### src/rtl/legv8_pkg.sv
// legv8_pkg: shared definitions for the LEGv8 front end.
//   - fetch_state_e : fetch FSM states (also exported on the debug port)
//   - instruction field positions (opcode, B and CBZ immediates)
//   - PC increment and the opcode constants used by the controller
package legv8_pkg;

  typedef enum logic [1:0] {
    REQ   = 2'd0,
    WAIT  = 2'd1,
    HOLD  = 2'd2,
    DRAIN = 2'd3
  } fetch_state_e;

  localparam int OPC_MSB     = 31;
  localparam int OPC_LSB     = 21;
  localparam int OPC_W       = OPC_MSB - OPC_LSB + 1;

  localparam int B_IMM_MSB   = 25;
  localparam int B_IMM_LSB   = 0;
  localparam int B_IMM_W     = B_IMM_MSB - B_IMM_LSB + 1;

  localparam int CBZ_IMM_MSB = 23;
  localparam int CBZ_IMM_LSB = 5;
  localparam int CBZ_IMM_W   = CBZ_IMM_MSB - CBZ_IMM_LSB + 1;

  localparam int PC_INCR     = 4;

  // Controller opcodes (full 11-bit R/D-format; B and CBZ match on a prefix)
  localparam logic [10:0] OPC_ADD  = 11'b10001011000;
  localparam logic [10:0] OPC_SUB  = 11'b11001011000;
  localparam logic [10:0] OPC_AND  = 11'b10001010000;
  localparam logic [10:0] OPC_ORR  = 11'b10101010000;
  localparam logic [10:0] OPC_LDUR = 11'b11111000010;
  localparam logic [10:0] OPC_STUR = 11'b11111000000;
  localparam logic [5:0]  OPC_B_PREFIX   = 6'b000101;
  localparam logic [7:0]  OPC_CBZ_PREFIX = 8'b10110100;

endpackage

### src/rtl/legv8_fetch_unit_if.sv
// legv8_fetch_unit_if: bundles the fetch unit's two handshakes.
//   imem_req_*  : request channel to instruction memory (fetch -> memory)
//   imem_resp_* : response pulse from memory, one per accepted request
//   instr_*     : instruction presented to decode, plus decoder branch flags
// Handshake rule (both valid/ready channels): a transfer happens in the
// cycle where valid and ready are both high; once valid rises, the payload
// stays stable and valid stays high until that transfer cycle.
// modport master = fetch unit side, modport slave = memory/decode side.
interface legv8_fetch_unit_if #(
  parameter int PC_WIDTH    = 64,
  parameter int INSTR_WIDTH = 32
);
  logic                          imem_req_valid;
  logic                          imem_req_ready;
  logic [PC_WIDTH-1:0]           imem_req_addr;
  logic                          imem_resp_valid;
  logic [INSTR_WIDTH-1:0]        imem_resp_data;
  logic                          instr_valid;
  logic                          instr_ready;
  logic [INSTR_WIDTH-1:0]        instr;
  logic [legv8_pkg::OPC_W-1:0]   opcode;
  logic [PC_WIDTH-1:0]           instr_pc;
  logic                          isZeroBranch;
  logic                          isUnconBranch;
  logic                          aluZero;

  modport master (
    output imem_req_valid, imem_req_addr,
    input  imem_req_ready, imem_resp_valid, imem_resp_data,
    output instr_valid, instr, opcode, instr_pc,
    input  instr_ready, isZeroBranch, isUnconBranch, aluZero
  );

  modport slave (
    input  imem_req_valid, imem_req_addr,
    output imem_req_ready, imem_resp_valid, imem_resp_data,
    input  instr_valid, instr, opcode, instr_pc,
    output instr_ready, isZeroBranch, isUnconBranch, aluZero
  );
endinterface

### src/rtl/legv8_next_pc.sv
// legv8_next_pc: combinational next-PC selection.
//   instr_pc_i        : address of the instruction being retired
//   imm_i             : instr[25:0] (holds both the B and CBZ immediates)
//   is_uncon_branch_i : B; wins over CBZ
//   is_zero_branch_i  : CBZ, taken when alu_zero_i is set
//   next_pc_o         : branch target or instr_pc_i + 4 (modulo 2^PC_WIDTH)
module legv8_next_pc
  import legv8_pkg::*;
#(
  parameter int PC_WIDTH = 64
) (
  input  logic [PC_WIDTH-1:0] instr_pc_i,
  input  logic [B_IMM_W-1:0]  imm_i,
  input  logic                is_uncon_branch_i,
  input  logic                is_zero_branch_i,
  input  logic                alu_zero_i,
  output logic [PC_WIDTH-1:0] next_pc_o
);
  logic [PC_WIDTH-1:0] b_ext, cbz_ext, b_off, cbz_off;

  assign b_ext   = {{(PC_WIDTH-B_IMM_W){imm_i[B_IMM_MSB]}}, imm_i[B_IMM_MSB:B_IMM_LSB]};
  assign cbz_ext = {{(PC_WIDTH-CBZ_IMM_W){imm_i[CBZ_IMM_MSB]}}, imm_i[CBZ_IMM_MSB:CBZ_IMM_LSB]};
  // Word offsets -> byte offsets
  assign b_off   = {b_ext[PC_WIDTH-3:0], 2'b00};
  assign cbz_off = {cbz_ext[PC_WIDTH-3:0], 2'b00};

  always_comb begin
    next_pc_o = instr_pc_i + PC_WIDTH'(PC_INCR);
    if (is_uncon_branch_i) begin
      next_pc_o = instr_pc_i + b_off;
    end else if (is_zero_branch_i && alu_zero_i) begin
      next_pc_o = instr_pc_i + cbz_off;
    end
  end
endmodule

### src/rtl/legv8_fetch_unit.sv
// legv8_fetch_unit: LEGv8 instruction fetch stage.
//   clk, reset : single clock, synchronous active-high reset
//   bus        : legv8_fetch_unit_if.master (imem request/response, decode
//                handshake, branch flags)
//   pc_out     : current fetch PC
//   state_o    : FSM state, for observation only
// One request outstanding at most: REQ -> WAIT -> HOLD -> REQ.
// Reset during WAIT moves to DRAIN so the in-flight response is swallowed.
module legv8_fetch_unit
  import legv8_pkg::*;
#(
  parameter int                  PC_WIDTH    = 64,
  parameter int                  INSTR_WIDTH = 32,
  parameter logic [PC_WIDTH-1:0] RESET_PC    = '0
) (
  input  logic                clk,
  input  logic                reset,
  legv8_fetch_unit_if.master  bus,
  output logic [PC_WIDTH-1:0] pc_out,
  output fetch_state_e        state_o
);
  fetch_state_e           state_q, state_d, state_rst;
  logic [PC_WIDTH-1:0]    pc_q, pc_d, instr_pc_q, instr_pc_d, next_pc;
  logic [INSTR_WIDTH-1:0] instr_q, instr_d;
  logic                   instr_valid_q, instr_valid_d;
  logic                   req_valid;

  legv8_next_pc #(.PC_WIDTH(PC_WIDTH)) u_next_pc (
    .instr_pc_i        (instr_pc_q),
    .imm_i             (instr_q[B_IMM_MSB:B_IMM_LSB]),
    .is_uncon_branch_i (bus.isUnconBranch),
    .is_zero_branch_i  (bus.isZeroBranch),
    .alu_zero_i        (bus.aluZero),
    .next_pc_o         (next_pc)
  );

  always_comb begin
    state_d       = state_q;
    pc_d          = pc_q;
    instr_d       = instr_q;
    instr_pc_d    = instr_pc_q;
    instr_valid_d = instr_valid_q;
    req_valid     = 1'b0;
    case (state_q)
      REQ: begin
        // Masked during reset so no request is accepted while it is asserted
        req_valid = !reset;
        if (req_valid && bus.imem_req_ready) state_d = WAIT;
      end
      WAIT: begin
        if (bus.imem_resp_valid) begin
          instr_d       = bus.imem_resp_data;
          instr_pc_d    = pc_q;
          instr_valid_d = 1'b1;
          state_d       = HOLD;
        end
      end
      HOLD: begin
        if (bus.instr_ready) begin
          pc_d          = next_pc;
          instr_valid_d = 1'b0;
          state_d       = REQ;
        end
      end
      DRAIN: begin
        if (bus.imem_resp_valid) state_d = REQ;
      end
      default: state_d = REQ;
    endcase
  end

  // State taken when reset is sampled. A response landing in the same cycle
  // as reset in WAIT/DRAIN already retires the request, so nothing is left
  // to drain.
  always_comb begin
    state_rst = REQ;
    if (state_q == WAIT || state_q == DRAIN) begin
      state_rst = bus.imem_resp_valid ? REQ : DRAIN;
    end
  end

  always_ff @(posedge clk) begin
    if (reset) begin
      state_q       <= state_rst;
      pc_q          <= RESET_PC;
      instr_q       <= '0;
      instr_pc_q    <= '0;
      instr_valid_q <= 1'b0;
    end else begin
      state_q       <= state_d;
      pc_q          <= pc_d;
      instr_q       <= instr_d;
      instr_pc_q    <= instr_pc_d;
      instr_valid_q <= instr_valid_d;
    end
  end

  assign bus.imem_req_valid = req_valid;
  assign bus.imem_req_addr  = pc_q;
  assign bus.instr_valid    = instr_valid_q && !reset;
  assign bus.instr          = instr_q;
  assign bus.opcode         = instr_q[OPC_MSB:OPC_LSB];
  assign bus.instr_pc       = instr_pc_q;
  assign pc_out             = pc_q;
  assign state_o            = state_q;
endmodule
### src/flat_wrapper.sv
// flat-port wrapper written by rule: the top's interface ports become plain ports
module legv8_fetch_unit_flat import legv8_pkg::*;
#(
  parameter int                  PC_WIDTH    = 64,
  parameter int                  INSTR_WIDTH = 32,
  parameter logic [PC_WIDTH-1:0] RESET_PC    = '0
)
  (clk, reset, pc_out, state_o, bus_imem_req_valid, bus_imem_req_addr, bus_imem_req_ready, bus_imem_resp_valid, bus_imem_resp_data, bus_instr_valid, bus_instr, bus_opcode, bus_instr_pc, bus_instr_ready, bus_isZeroBranch, bus_isUnconBranch, bus_aluZero);
  legv8_fetch_unit_if #(.PC_WIDTH(PC_WIDTH), .INSTR_WIDTH(INSTR_WIDTH)) bus_i ();
  input  logic clk;
  input  logic reset;
  output logic [PC_WIDTH-1:0] pc_out;
  output fetch_state_e state_o;
  output wire logic [$bits(bus_i.imem_req_valid)-1:0] bus_imem_req_valid;
  output wire logic [$bits(bus_i.imem_req_addr)-1:0] bus_imem_req_addr;
  input wire logic [$bits(bus_i.imem_req_ready)-1:0] bus_imem_req_ready;
  input wire logic [$bits(bus_i.imem_resp_valid)-1:0] bus_imem_resp_valid;
  input wire logic [$bits(bus_i.imem_resp_data)-1:0] bus_imem_resp_data;
  output wire logic [$bits(bus_i.instr_valid)-1:0] bus_instr_valid;
  output wire logic [$bits(bus_i.instr)-1:0] bus_instr;
  output wire logic [$bits(bus_i.opcode)-1:0] bus_opcode;
  output wire logic [$bits(bus_i.instr_pc)-1:0] bus_instr_pc;
  input wire logic [$bits(bus_i.instr_ready)-1:0] bus_instr_ready;
  input wire logic [$bits(bus_i.isZeroBranch)-1:0] bus_isZeroBranch;
  input wire logic [$bits(bus_i.isUnconBranch)-1:0] bus_isUnconBranch;
  input wire logic [$bits(bus_i.aluZero)-1:0] bus_aluZero;
  assign bus_imem_req_valid = bus_i.imem_req_valid;
  assign bus_imem_req_addr = bus_i.imem_req_addr;
  assign bus_i.imem_req_ready = bus_imem_req_ready;
  assign bus_i.imem_resp_valid = bus_imem_resp_valid;
  assign bus_i.imem_resp_data = bus_imem_resp_data;
  assign bus_instr_valid = bus_i.instr_valid;
  assign bus_instr = bus_i.instr;
  assign bus_opcode = bus_i.opcode;
  assign bus_instr_pc = bus_i.instr_pc;
  assign bus_i.instr_ready = bus_instr_ready;
  assign bus_i.isZeroBranch = bus_isZeroBranch;
  assign bus_i.isUnconBranch = bus_isUnconBranch;
  assign bus_i.aluZero = bus_aluZero;
  legv8_fetch_unit #(.PC_WIDTH(PC_WIDTH), .INSTR_WIDTH(INSTR_WIDTH), .RESET_PC(RESET_PC)) u_core (.clk(clk), .reset(reset), .bus(bus_i), .pc_out(pc_out), .state_o(state_o));
endmodule
### config.mk
export PLATFORM = sky130hd
export DESIGN_NAME = legv8_fetch_unit_flat
export DESIGN_NICKNAME = d
export VERILOG_FILES = /design/src/rtl/legv8_pkg.sv /design/src/rtl/legv8_fetch_unit_if.sv /design/src/rtl/legv8_next_pc.sv /design/src/rtl/legv8_fetch_unit.sv /design/src/flat_wrapper.sv
export SDC_FILE = /design/constraint.sdc
export NUM_CORES = 1
export LEC_CHECK = 0
export BUFFER_PORTS_ARGS = -buffer_cell sky130_fd_sc_hd__buf_2
export CELL_PAD_IN_SITES_DETAIL_PLACEMENT = 0
export CELL_PAD_IN_SITES_GLOBAL_PLACEMENT = 1
export CORE_MARGIN = 3
export CORE_UTILIZATION = 41
export DETAILED_ROUTE_END_ITERATION = 10
export HOLD_SLACK_MARGIN = 0.03
export PLACE_DENSITY_LB_ADDON = 0.15
export SLEW_MARGIN = 10
export SYNTH_ARGS = -nofsm -noshare
export SYNTH_HDL_FRONTEND = slang
export SYNTH_HIERARCHICAL = 1
export SYNTH_SLANG_ARGS = --single-unit
### constraint.sdc
create_clock -name clk -period 6.21 [get_ports clk]
set_input_delay 0.3105 -clock clk [delete_from_list [all_inputs] [get_ports clk]]
set_output_delay 0.3105 -clock clk [all_outputs]
set_load 0.005 [all_outputs]
* After elaboration in Yosys (flattened, before gate mapping)
Cells that the tools add are included.
Cells by class: equality and inequality tests 9, reduce and logical (&&, ||, !) cells 11, mux-type cells 14, $add $sub $neg 3
Operators by type and width (number):
- adder 64 bit | 2
- 2-to-1 mux 64 bit | 2
- adder 64 x 3 -> 64 bit (second input constant) | 1
- 2-to-1 mux 2 bit | 7
- != test 3 bit (second input constant) | 3
- one-hot mux 2 bit (4 select lines) | 1
- == test 2 bit (second input constant) | 2
- != test 2 bit (second input constant) | 2
- AND reduction 2 bit | 2
- AND reduction 4 bit | 1
- logical AND 1 bit | 3
- 2-to-1 mux 1 bit | 3
- != test 3 x 2 -> 1 bit (second input constant) | 1
- AND reduction 3 bit | 1
- == test 2 x 1 -> 1 bit (second input constant) | 1
- zero test 2 bit | 1
- one-hot mux 1 bit (2 select lines) | 1
- nonzero test 2 bit | 1
- zero test 1 bit | 1
- logical OR 1 bit | 1
Word-level totals: register bits 163, bits of input ports 40

* Depth between registers and ports, before layout
depth after elaboration 5, mapped depth 17, mapped depth without buffers 16

* Hierarchy
The synthesis kept the hierarchy.
By module, submodules not included:
- legv8_fetch_unit | instances 1, sequential area each 3283.1 um^2, cells each 718, area an instance 7522.2 um^2
- legv8_next_pc | instances 1, sequential area each 0.0 um^2, cells each 604, area an instance 4008.8 um^2

* Worst setup path before layout
OpenSTA, ideal clock, no wires.
path kind input to register, start input port bus_isUnconBranch, end register u_core.pc_q[50] (netlist: u_core/bus.imem_req_addr[50]), data required time 6.092 ns, cell stages on the path 16, library setup time 0.118 ns, data arrival time 4.738 ns, buffers on the path 2, path slack 1.354 ns, cell sequence clkbuf_1 > a31oi_1 > a21oi_1 > ha_1 > buf_6 > and3_1 > and2_1 > a221o_1 > a31o_1 > a41o_1 > a21o_1 > a21boi_2 > o21ai_1 > xor2_1 > nand2b_1 > mux2i_1
Between the ends: word-level cells in the longest chain between the ends 1
Ends and longest elaborated chain:
- start, declared | RTL line flat_wrapper.sv:25 | input wire logic [$bits(bus_i.isUnconBranch)-1:0] bus_isUnconBranch;
- 2-to-1 mux 64 bit | RTL line legv8_next_pc.sv:29 | if (is_uncon_branch_i) begin
- named net u_core.next_pc[50] | RTL line legv8_fetch_unit.sv:23 | logic [PC_WIDTH-1:0] pc_q, pc_d, instr_pc_q, instr_pc_d, next_pc;
- end signal, assigned | RTL line legv8_fetch_unit.sv:91 | pc_q <= pc_d;
- end, declared | RTL line legv8_fetch_unit.sv:23
The timed path passes the listed nets, and every way through them passes these cells. A chain may end at the register's enable or synchronous reset.

* Worst setup path in the final report
start register u_core.instr_q[23] (netlist: u_core/bus.instr[23]), end register u_core.pc_q[59] (netlist: u_core/bus.imem_req_addr[59])
Between the ends: word-level cells in the longest chain between the ends 3, elaborated cells between the ends (all ways) 4, classes of those cells add/sub: 2; mux: 2
Ends and longest elaborated chain:
- start, declared | RTL line legv8_fetch_unit.sv:24 | logic [INSTR_WIDTH-1:0] instr_q, instr_d;
- start signal, assigned | RTL line legv8_fetch_unit.sv:92 | instr_q <= instr_d;
- adder 64 bit | RTL line legv8_next_pc.sv:32 | next_pc_o = instr_pc_i + cbz_off;
- 2-to-1 mux 64 bit | RTL line legv8_next_pc.sv:31 | end else if (is_zero_branch_i && alu_zero_i) begin
- 2-to-1 mux 64 bit (*) | RTL line legv8_next_pc.sv:29
- named net u_core.next_pc[59] | RTL line legv8_fetch_unit.sv:23
Mark *: on every way through the listed nets, which the timed path passes. The rest lies on a longest branch.

==> results_dict.tcl <==
set metrics [dict create \
    status "completed" \
    fin_crit_ps 4040 \
    syn-num-nets 1424 \
    hold_buffers 0 \
    r2r-start "u_core/bus.instr[23]" \
    avgSynthCellArea_sq_um 8.72 \
    diodes 0 \
    leakagePower_uw 0.00602 \
    cts_setup_buffers 0 \
    clock_skew_ps 21.4 \
    peakVddDrop_mv 0.274 \
    worst_setup_path_end_kind "flop" \
    final_cell_mix "buf_2 (277), nand2b_1 (258), mux2i_1 (161), dfxtp_1 (161), a21oi_1 (93)" \
    drc 0 \
    synthTopCellsByArea "dfxtp_1 (28%), nand2b_1 (14%), mux2i_1 (14%), ha_1 (6.6%), buf_4 (5.2%)" \
    cp-startpoint "u_core/bus.instr[23]" \
    fin_crit_sh_pct 65.1 \
    criticalPathCategory "reg -> reg" \
    yosysSeqAreaShare_pct 28.5 \
    hold_end "u_core/bus.instr[7]" \
    synth.ff_latch_count 163 \
    cts.reportedPaths.clkPinSlew_ps 80 \
    num_rows 60 \
    drt_wl_total_mm 32.1 \
    hold_path.class "in -> reg" \
    grt.overflow.total 0 \
    nFillCells 2770 \
    drv_cap 0 \
    r2r_setup_slack_ps 2170 \
    cts_buffer_depth 2 \
    critPathLaunchType "flop" \
    tightestPinTransition_ps 874 \
    crit_path_max_fanout 37 \
    tritoncts "done" \
    finalHoldViolCount 0 \
    fin_setup_tns_ps 0 \
    slew_headroom_pct 41.7 \
    synth_flop_cell "dfxtp_1" \
    vias_per_cell 5.25 \
    grtUsageTotal_pct 20.6 \
    die_h_um 174 \
    htree_levels 4 \
    fp.coreArea_sq_um 27300 \
    clkSinkCount 163 \
    syn-instance-count 1322 \
    grt_max_degree 160 \
    synth_top_cell_area_share_pct 28.0 \
    power-per-cell-area_nw_per_um2 237 \
    synth_top_area_cell "dfxtp_1" \
    fin_hold_ws_ps 116 \
    postRouteAntennaNets 0 \
    hold_start "bus_imem_resp_data[7]" \
    final_nets 1568 \
    clock-root-buffer "clkbuf_16" \
    synth.distinct_cells 68 \
    ctsResizeCount 0 \
    die_x_um 174 \
    yosysWarnings 6 \
    vias 9719 \
    rsz0062_at_grt "false" \
    firstDrtPassIters 5 \
    area_delta_synth_final_pct 12.8 \
    layout_commonest_cell "buf_2" \
    drive_above_1_share_pct 22.6 \
    r2r_end "u_core/bus.imem_req_addr[59]" \
    place_congestion 0.904 \
    wl_per_cell_um 17.3 \
    hold_depth 3 \
    placed_cells 1819 \
    cp.arrival_ps 4340 \
    cts_buffers 17 \
    fin_cells 1851 \
    clk_latency_ps 450 \
    ioPinCount 279 \
    antenna_found_initial 0 \
    max_clock_freq_mhz 247 \
    slew_violations 0 \
    postSynth.asyncResetShare_pct 0 \
    start_util_pct 42.2 \
    io_buffers 278 \
    cp_data_required_time_ps 6510 \
    r2r_cells 15 \
    grt_pass1_wl_mm 51.1 \
    syn_area_sq_um 11500 \
    grt_pass1_vias 9172 \
    dp_hpwl_mm 23.8 \
    utilization_pct 47.6 \
    setup_viol 0 \
    first_iter_violations 554 \
    die_area_sq_um 30200 \
    synth-edff-count 2 \
]
power by group:
group | total (uW) | internal (uW) | switching (uW)
Clock | 1140 | 590 | 547
Combinational | 740 | 340 | 400
Sequential | 1200 | 1120 | 82.0
kinds of logic after synthesis:
family / after synthesis / synth area share (%)
AND/OR/NAND/NOR: 436 / 21.5
AO/OA/AOI/OAI: 258 / 14.6
buffers and inverters: 184 / 10.2
flip-flops: 163 / 28.5
multiplexers: 161 / 14.0
adder cells (fa/ha/maj): 62 / 6.79
XOR/XNOR: 58 / 4.41
per-stage QoR:
step                area (sq um)  total power [uW]  worst slack [ps]
floorplan                  11500              1830              1350
global placement           12400              1980              2000
detailed placement         12400              1980              1940
CTS                        13000              3120              2180
global route               13000              3230              1830
finish                     13000              3080              2170
synth_stat cells (3+ instances only):
| cell type | instances |
|---|---|
| nand2b_1 | 258 |
| dfxtp_1 | 161 |
| mux2i_1 | 161 |
| a21oi_1 | 94 |
| buf_4 | 80 |
| ha_1 | 61 |
| nand2_1 | 56 |
| clkbuf_1 | 49 |
| o21ai_0 | 46 |
| nor2_1 | 45 |
| xnor2_1 | 34 |
| a21o_1 | 29 |
| inv_1 | 25 |
| xor2_1 | 24 |
| nand4_1 | 23 |
| a22o_1 | 18 |
| buf_2 | 13 |
| o21bai_1 | 13 |
| nand3_1 | 12 |
| buf_6 | 10 |
| nor2b_1 | 9 |
| a31oi_1 | 7 |
| and3_1 | 7 |
| nor3_1 | 7 |
| buf_12 | 6 |
| o21a_1 | 6 |
| nor3b_1 | 4 |
| o211ai_1 | 4 |
| o21ai_1 | 4 |
| a41oi_1 | 3 |
| and3b_1 | 3 |
| o2111ai_1 | 3 |
worst max path at each step:
stage / end / slack (ps) / depth (start not counted)
finish: u_core/bus.imem_req_addr[59] / 2170 / 15
global route: u_core/bus.imem_req_addr[59] / 1830 / 15
CTS: u_core/bus.imem_req_addr[62] / 2180 / 12
detailed placement: u_core/bus.imem_req_addr[59] / 1940 / 16
global placement: u_core/bus.imem_req_addr[62] / 2000 / 13
floorplan: u_core/bus.imem_req_addr[50] / 1350 / 16
layout make-up:
| class | count | area [sq um] | share of cell area (%) |
|---|---|---|---|
| inverter | 25 | 93.8 | 0.722 |
| multi-input combinational | 975 | 7090 | 54.5 |
| timing repair buffer | 284 | 1440 | 11.1 |
| clock inverter | 15 | 208 | 1.60 |
| clock buffer | 17 | 425 | 3.27 |
| tap | 372 | 465 | 3.58 |
| sequential | 163 | 3280 | 25.2 |
metal layers:
metal | vias up | global-route usage, % | wire [um] | part of all wire, %
li1 | 4822 | - | - | -
met1 | 4576 | 30.2 | 15900 | 50
met2 | 296 | 31.8 | 13900 | 43
met3 | 25 | 3.39 | 1860 | 5.8
met4 | 0 | 4.66 | 343 | 1.1
met5 | - | 0 | 0 | 0
worst max-delay path, stage by stage, from the launching register on:
cell,delay [ps]
dfxtp_1,450
a31oi_1,280
a21oi_4,190
buf_4,440
ha_1,430
a21oi_1,260
o21ai_0,130
a221o_1,330
a21oi_1,200
a2bb2oi_1,260
nand3_1,160
a41oi_1,330
o21ai_0,150
xor2_1,160
nand2b_1,80
mux2i_1,60
flip-flops by register name (all words and copies together) (netlist names):
signal	flops
u_core/bus.instr_pc	64
u_core/bus.imem_req_addr	64
u_core/instr_valid_q	1
u_core/state_o	2
u_core/bus.instr	32
Note: power is estimated with default switching activity, not from simulation.
